File: src/rtl/hazard_ctrl_if.sv
// ---------------------------------------------------------------------------
// hazard_ctrl_if : pipeline-side signal bundle for the hazard controller
// Rev 1.0
// ---------------------------------------------------------------------------
`default_nettype none

interface hazard_ctrl_if;
  logic [31:0] ifid_inst_i;
  logic [31:0] idex_inst_i;
  logic        idex_MemToReg_i;
  logic        idex_RegWrite_i;
  logic        idex_IsBranch_i;
  logic        idex_IsJump_i;
  logic        branch_taken_i;
  logic        pc_write_o;
  logic        ifid_write_o;
  logic        idex_bubble_o;
  logic        ifid_flush_o;
  logic        idex_flush_o;
  logic [31:0] stall_cnt_o;
  logic [31:0] flush_cnt_o;

  modport master (
    output ifid_inst_i, idex_inst_i, idex_MemToReg_i, idex_RegWrite_i,
           idex_IsBranch_i, idex_IsJump_i, branch_taken_i,
    input  pc_write_o, ifid_write_o, idex_bubble_o, ifid_flush_o,
           idex_flush_o, stall_cnt_o, flush_cnt_o
  );

  modport slave (
    input  ifid_inst_i, idex_inst_i, idex_MemToReg_i, idex_RegWrite_i,
           idex_IsBranch_i, idex_IsJump_i, branch_taken_i,
    output pc_write_o, ifid_write_o, idex_bubble_o, ifid_flush_o,
           idex_flush_o, stall_cnt_o, flush_cnt_o
  );
endinterface

`default_nettype wire

File: src/rtl/hazard_ctrl.sv
// ---------------------------------------------------------------------------
// hazard_ctrl : load-use stall and taken-branch/jump flush controller
// Rev 1.0
// ---------------------------------------------------------------------------
`default_nettype none

module hazard_ctrl #(
  parameter int LOAD_STALL_CYCLES = 1
) (
  input  wire            clk_i,
  input  wire            rst_i,
  hazard_ctrl_if.slave   hz
);

  localparam logic [0:0] RUN   = 1'b0;
  localparam logic [0:0] STALL = 1'b1;

  localparam logic [3:0] C_STALL_RELOAD = 4'(LOAD_STALL_CYCLES - 1);
  localparam bit         C_MULTI_CYCLE  = (LOAD_STALL_CYCLES > 1);

  logic [0:0]  state_q, state_d;
  logic [3:0]  stall_left_q, stall_left_d;
  logic [31:0] stall_cnt_q, stall_cnt_d;
  logic [31:0] flush_cnt_q, flush_cnt_d;

  logic [5:0] ifid_op;
  logic [4:0] ifid_rs, ifid_rt, ld_dst;
  logic       uses_rt, load_use, ctrl_haz;

  always_comb begin
    ifid_op = hz.ifid_inst_i[31:26];
    ifid_rs = hz.ifid_inst_i[25:21];
    ifid_rt = hz.ifid_inst_i[20:16];
    ld_dst  = hz.idex_inst_i[20:16];
    // Only R-type, sw and beq read rt as a source operand
    uses_rt = (ifid_op == 6'h00) || (ifid_op == 6'h2B) || (ifid_op == 6'h04);
    load_use = hz.idex_MemToReg_i && hz.idex_RegWrite_i && (ld_dst != 5'd0) &&
               ((ld_dst == ifid_rs) || (uses_rt && (ld_dst == ifid_rt)));
    ctrl_haz = hz.idex_IsJump_i || (hz.idex_IsBranch_i && hz.branch_taken_i);
  end

  always_ff @(posedge clk_i) begin
    if (rst_i) begin
      state_q      <= RUN;
      stall_left_q <= 4'd0;
      stall_cnt_q  <= 32'd0;
      flush_cnt_q  <= 32'd0;
    end else begin
      state_q      <= state_d;
      stall_left_q <= stall_left_d;
      stall_cnt_q  <= stall_cnt_d;
      flush_cnt_q  <= flush_cnt_d;
    end
  end

  always_comb begin
    state_d      = state_q;
    stall_left_d = stall_left_q;
    stall_cnt_d  = stall_cnt_q;
    flush_cnt_d  = flush_cnt_q;
    if (ctrl_haz) begin
      // A redirect kills whatever the stall was protecting
      state_d      = RUN;
      stall_left_d = 4'd0;
      flush_cnt_d  = flush_cnt_q + 32'd1;
    end else if (state_q == STALL) begin
      stall_cnt_d  = stall_cnt_q + 32'd1;
      stall_left_d = stall_left_q - 4'd1;
      if (stall_left_q == 4'd1) begin
        state_d = RUN;
      end
    end else if (load_use) begin
      stall_cnt_d = stall_cnt_q + 32'd1;
      if (C_MULTI_CYCLE) begin
        state_d      = STALL;
        stall_left_d = C_STALL_RELOAD;
      end
    end
  end

  always_comb begin
    hz.pc_write_o    = 1'b1;
    hz.ifid_write_o  = 1'b1;
    hz.idex_bubble_o = 1'b0;
    hz.ifid_flush_o  = 1'b0;
    hz.idex_flush_o  = 1'b0;
    if (!rst_i) begin
      if (ctrl_haz) begin
        hz.ifid_flush_o = 1'b1;
        hz.idex_flush_o = 1'b1;
      end else if ((state_q == STALL) || load_use) begin
        hz.pc_write_o    = 1'b0;
        hz.ifid_write_o  = 1'b0;
        hz.idex_bubble_o = 1'b1;
      end
    end
  end

  assign hz.stall_cnt_o = stall_cnt_q;
  assign hz.flush_cnt_o = flush_cnt_q;

endmodule

`default_nettype wire

File: src/flat_wrapper.sv
// flat-port wrapper written by rule: the top's interface ports become plain ports
module hazard_ctrl_flat 
#(
  parameter int LOAD_STALL_CYCLES = 1
)
  (clk_i, rst_i, hz_ifid_inst_i, hz_idex_inst_i, hz_idex_MemToReg_i, hz_idex_RegWrite_i, hz_idex_IsBranch_i, hz_idex_IsJump_i, hz_branch_taken_i, hz_pc_write_o, hz_ifid_write_o, hz_idex_bubble_o, hz_ifid_flush_o, hz_idex_flush_o, hz_stall_cnt_o, hz_flush_cnt_o);
  hazard_ctrl_if hz_i ();
  input  wire clk_i;
  input  wire rst_i;
  input wire logic [$bits(hz_i.ifid_inst_i)-1:0] hz_ifid_inst_i;
  input wire logic [$bits(hz_i.idex_inst_i)-1:0] hz_idex_inst_i;
  input wire logic [$bits(hz_i.idex_MemToReg_i)-1:0] hz_idex_MemToReg_i;
  input wire logic [$bits(hz_i.idex_RegWrite_i)-1:0] hz_idex_RegWrite_i;
  input wire logic [$bits(hz_i.idex_IsBranch_i)-1:0] hz_idex_IsBranch_i;
  input wire logic [$bits(hz_i.idex_IsJump_i)-1:0] hz_idex_IsJump_i;
  input wire logic [$bits(hz_i.branch_taken_i)-1:0] hz_branch_taken_i;
  output wire logic [$bits(hz_i.pc_write_o)-1:0] hz_pc_write_o;
  output wire logic [$bits(hz_i.ifid_write_o)-1:0] hz_ifid_write_o;
  output wire logic [$bits(hz_i.idex_bubble_o)-1:0] hz_idex_bubble_o;
  output wire logic [$bits(hz_i.ifid_flush_o)-1:0] hz_ifid_flush_o;
  output wire logic [$bits(hz_i.idex_flush_o)-1:0] hz_idex_flush_o;
  output wire logic [$bits(hz_i.stall_cnt_o)-1:0] hz_stall_cnt_o;
  output wire logic [$bits(hz_i.flush_cnt_o)-1:0] hz_flush_cnt_o;
  assign hz_i.ifid_inst_i = hz_ifid_inst_i;
  assign hz_i.idex_inst_i = hz_idex_inst_i;
  assign hz_i.idex_MemToReg_i = hz_idex_MemToReg_i;
  assign hz_i.idex_RegWrite_i = hz_idex_RegWrite_i;
  assign hz_i.idex_IsBranch_i = hz_idex_IsBranch_i;
  assign hz_i.idex_IsJump_i = hz_idex_IsJump_i;
  assign hz_i.branch_taken_i = hz_branch_taken_i;
  assign hz_pc_write_o = hz_i.pc_write_o;
  assign hz_ifid_write_o = hz_i.ifid_write_o;
  assign hz_idex_bubble_o = hz_i.idex_bubble_o;
  assign hz_ifid_flush_o = hz_i.ifid_flush_o;
  assign hz_idex_flush_o = hz_i.idex_flush_o;
  assign hz_stall_cnt_o = hz_i.stall_cnt_o;
  assign hz_flush_cnt_o = hz_i.flush_cnt_o;
  hazard_ctrl #(.LOAD_STALL_CYCLES(LOAD_STALL_CYCLES)) u_core (.clk_i(clk_i), .rst_i(rst_i), .hz(hz_i));
endmodule
File: config.mk
export PLATFORM = sky130hd
export DESIGN_NAME = hazard_ctrl_flat
export DESIGN_NICKNAME = d
export VERILOG_FILES = /design/src/rtl/hazard_ctrl_if.sv /design/src/rtl/hazard_ctrl.sv /design/src/flat_wrapper.sv
export SDC_FILE = /design/constraint.sdc
export NUM_CORES = 1
export LEC_CHECK = 0
export CAP_MARGIN = 30
export CORE_AREA = 2 2 131 69
export CTS_CLUSTER_DIAMETER = 60
export DETAILED_ROUTE_END_ITERATION = 16
export DIE_AREA = 0 0 133 71
export GPL_ROUTABILITY_DRIVEN = 1
export PLACE_DENSITY = 0.8
export SLEW_MARGIN = 20
export SYNTH_ARGS = -nofsm -noshare
export SYNTH_HDL_FRONTEND = slang
export SYNTH_SLANG_ARGS = --single-unit
File: constraint.sdc
create_clock -name clk_i -period 4.9 [get_ports clk_i]
set_input_delay 1.47 -clock clk_i [delete_from_list [all_inputs] [get_ports clk_i]]
set_output_delay 1.47 -clock clk_i [all_outputs]
set_load 0.05 [all_outputs]
==> impl_metrics.tcl, run 1 <==
set metrics [dict create \
    required_ns 3.43 \
    vias 3309 \
    p_int_mw 1.008 \
    power_frac_seq 0.437 \
    grt_pass1_vias 3172 \
    cp_top_family "simple AND/OR/NAND/NOR gates" \
    clk_latency_ns 0.33 \
    routabilityCongestion 0.8636 \
    die_h_um 71 \
    start_util 0.4273 \
    status "finished clean" \
    portBuffers 96 \
    swShare 0.2216 \
    grtUsageTotal 0.2133 \
    tightest_slew_ns 0.6649 \
    syn_nets 476 \
    setup_violations 0 \
    synth_top_family_by_area "simple AND/OR/NAND/NOR gates" \
    cts_max_level 3 \
    grt_start_max_net_pins 65 \
    dp_slack_ns -0.03382 \
    first_pass_iters 4 \
    synth-xor-area-share 0.1615 \
    layout_common_cells "clkdlybuf4s50_1, dfxtp_1, nor2_1" \
    clkPwrFrac 0.497 \
    cp.arrival_ns 3.33 \
    avgSynthCellArea_um2 8.927 \
    path_clk_slew_ns 0.05 \
    cp.buffers_inverters 3 \
    ir_drop_mv 0.1829 \
    root_buffer "clkbuf_16" \
    routedWlPerCell_um 15.87 \
    drt_iter0_drc 200 \
    ant_nets 0 \
    cp_max_fo 3 \
    p_leak_nw 1.579 \
    crit_start "hz_ifid_inst_i[27]" \
    numCtsBuffers 9 \
    areaGrowthSynthToFinish_pct 39.25 \
    via_per_inst 5.337 \
    relSlewSlack 0.5568 \
    io_pins 140 \
    synth_warnings 0 \
    layout_commonest_cell "clkdlybuf4s50_1" \
    grt_remaining_overflow 0 \
    synthCells 401 \
    cts_tree "built" \
    wl_um 9840 \
    drc_errors 0 \
    fmax_ghz 0.2082 \
    yosysSeqAreaShare 0.3859 \
    synth_edf_count 0 \
    cts_buffer_depth 2 \
    finalMaxSlewViolations 0 \
    synth-compound-area-share 0.1423 \
    syn_area_um2 3580 \
    layout_setup_ws_ns 0.09763 \
    die_w_um 133 \
    cpMaxStageDelayCell "or4_4" \
    die_area_um2 9443 \
    ys.flop_type "dfxtp_1" \
    comb_power_share 0.066 \
    hpwl_um 7182 \
    slowest_delay_ns 0.55 \
    grt_pass1_wl_um 15970 \
    max_cap_viol_count 0 \
    p_switching_uw 286.8 \
    total_power_mw 1.295 \
    synthArstFlopShare 0 \
    finalNonFillerCells 620 \
    drive_above_1_share 0.1292 \
    core-area_um2 8378 \
    crit_chain "clkdlybuf4s50_1, or4_4, o21ai_2, nand4_1, and2_4, or2_4, inv_2, buf_12" \
    worst_hold_slack_ns 0.4969 \
    rows 24 \
    hp-start "u_core.stall_left_q[1]" \
    ys_seq_elements 69 \
    diodes 0 \
    cp-end-kind "output pin" \
    min_period_ns 4.802 \
    antenna_found_initial 0 \
    p_per_area_nw_per_um2 259.7 \
    synth_mux_area_frac 0.006292 \
    synthSimpleGateAreaFrac 0.2450 \
    r2r-start "u_core.hz.stall_cnt_o[6]" \
    start_kind "input pin" \
    dp.cells 603 \
    final_net_count 573 \
    final-hold-violation-count 0 \
    fin_crit_sh 0.9801 \
    crit_type "in2out" \
    rsz0062_at_grt "false" \
    synth_fa_ha_area_frac 0.01398 \
    holdBufCountCts 0 \
    clkSinkCount 69 \
    fin_skew_ns 0.003924 \
    ys_types 43 \
    hold_class "reg2reg" \
]
[synth_stat cells, drive strengths merged, types with 3 or more instances]
| master | instances | area share |
|---|---|---|
| and3 | 7 | 0.012 |
| nand2 | 19 | 0.020 |
| nand3 | 26 | 0.036 |
| clkbuf | 11 | 0.012 |
| xor2 | 28 | 0.069 |
| nand4 | 19 | 0.033 |
| xnor2 | 38 | 0.093 |
| o21ai | 7 | 0.0098 |
| dfxtp | 69 | 0.39 |
| and4 | 4 | 0.0098 |
| a21oi | 15 | 0.023 |
| nor4 | 4 | 0.013 |
| or2 | 3 | 0.0052 |
| nor2 | 68 | 0.071 |
| and2 | 5 | 0.0087 |
| ha | 4 | 0.014 |
| inv | 14 | 0.015 |
| a211oi | 8 | 0.024 |
| or3 | 7 | 0.014 |
| a2111oi | 17 | 0.071 |
| buf | 10 | 0.019 |
| nor3 | 5 | 0.0084 |
[logic make-up (layout without fill, tap and decap cells)]
family	Yosys count	in the layout
compound gates	52	52
mux	2	2
buf+inv	35	137
fa+ha+maj	4	4
simple gates	173	173
flops	69	69
xor+xnor	66	66
[worst paths after layout]
| path | end | cells after the start | slack, ns |
|---|---|---|---|
| max reg2reg | u_core.hz.stall_cnt_o[29] | 6 | 2.71 |
| max | hz_idex_bubble_o | 8 | 0.1 |
| min | u_core.stall_left_q[1] | 2 | 0.50 |
| min reg2reg | u_core.stall_left_q[1] | 2 | 0.50 |
[layout make-up]
cell class / instances / area [um2]
fill: 709 / 3393
tap: 117 / 146.4
clock buffer: 12 / 246.5
sequential: 69 / 1381
inverter: 14 / 52.55
multi-input combinational: 297 / 2067
clock inverter: 4 / 47.55
timing repair buffer: 107 / 1044
[per-layer routing]
metal,global-route usage,up-vias,part of all wire
met5,0,-,0
met4,0.05137,0,0.011
met3,0.06738,11,0.059
met2,0.3282,91,0.45
met1,0.2935,1611,0.48
li1,-,1596,-
[registers in the layout, indices dropped and copies added, names as in the netlist]
signal / cells
u_core.hz.flush_cnt_o: 32
u_core.stall_left_q: 4
u_core.hz.stall_cnt_o: 32
u_core.state_q: 1
[worst min-delay path, cell delays in order (launching register included)]
cell	delay (ns)
dfxtp_1	0.32
nor2_1	0.08
a211oi_1	0.05
[stage by stage]
step	util	area, um2	TNS [ns]
global route	0.5950	4985	0
floorplan	-	3580	0
global placement	0.5568	4664	0
detailed placement	0.5568	4664	-0.07654
finish	0.5950	4985	0
CTS	0.5926	4965	0
[power groups by stage]
stage,sequential [mW],combinational (mW),clock (mW)
after global placement,0.578,0.0811,0
after floorplan,0.586,0.0327,0
after detailed placement,0.578,0.0834,0
after global routing,0.567,0.0910,0.674
after CTS,0.566,0.0840,0.649
final,0.566,0.0853,0.643
[timing repair]
action / in CTS / in global routing
pin swaps: 0 / 3
setup buffers: 0 / 1
endpoints found under the setup margin: 3 / 3
gates resized for setup: 2 / 3
No activity file was read; power rests on OpenSTA's default activity.
==> run 2: changes to the inputs <==
CTS_CLUSTER_DIAMETER = unset   (was 60)
==> results of run 2 <==
The final DEF is identical to that of run 1; final timing and power are the same.
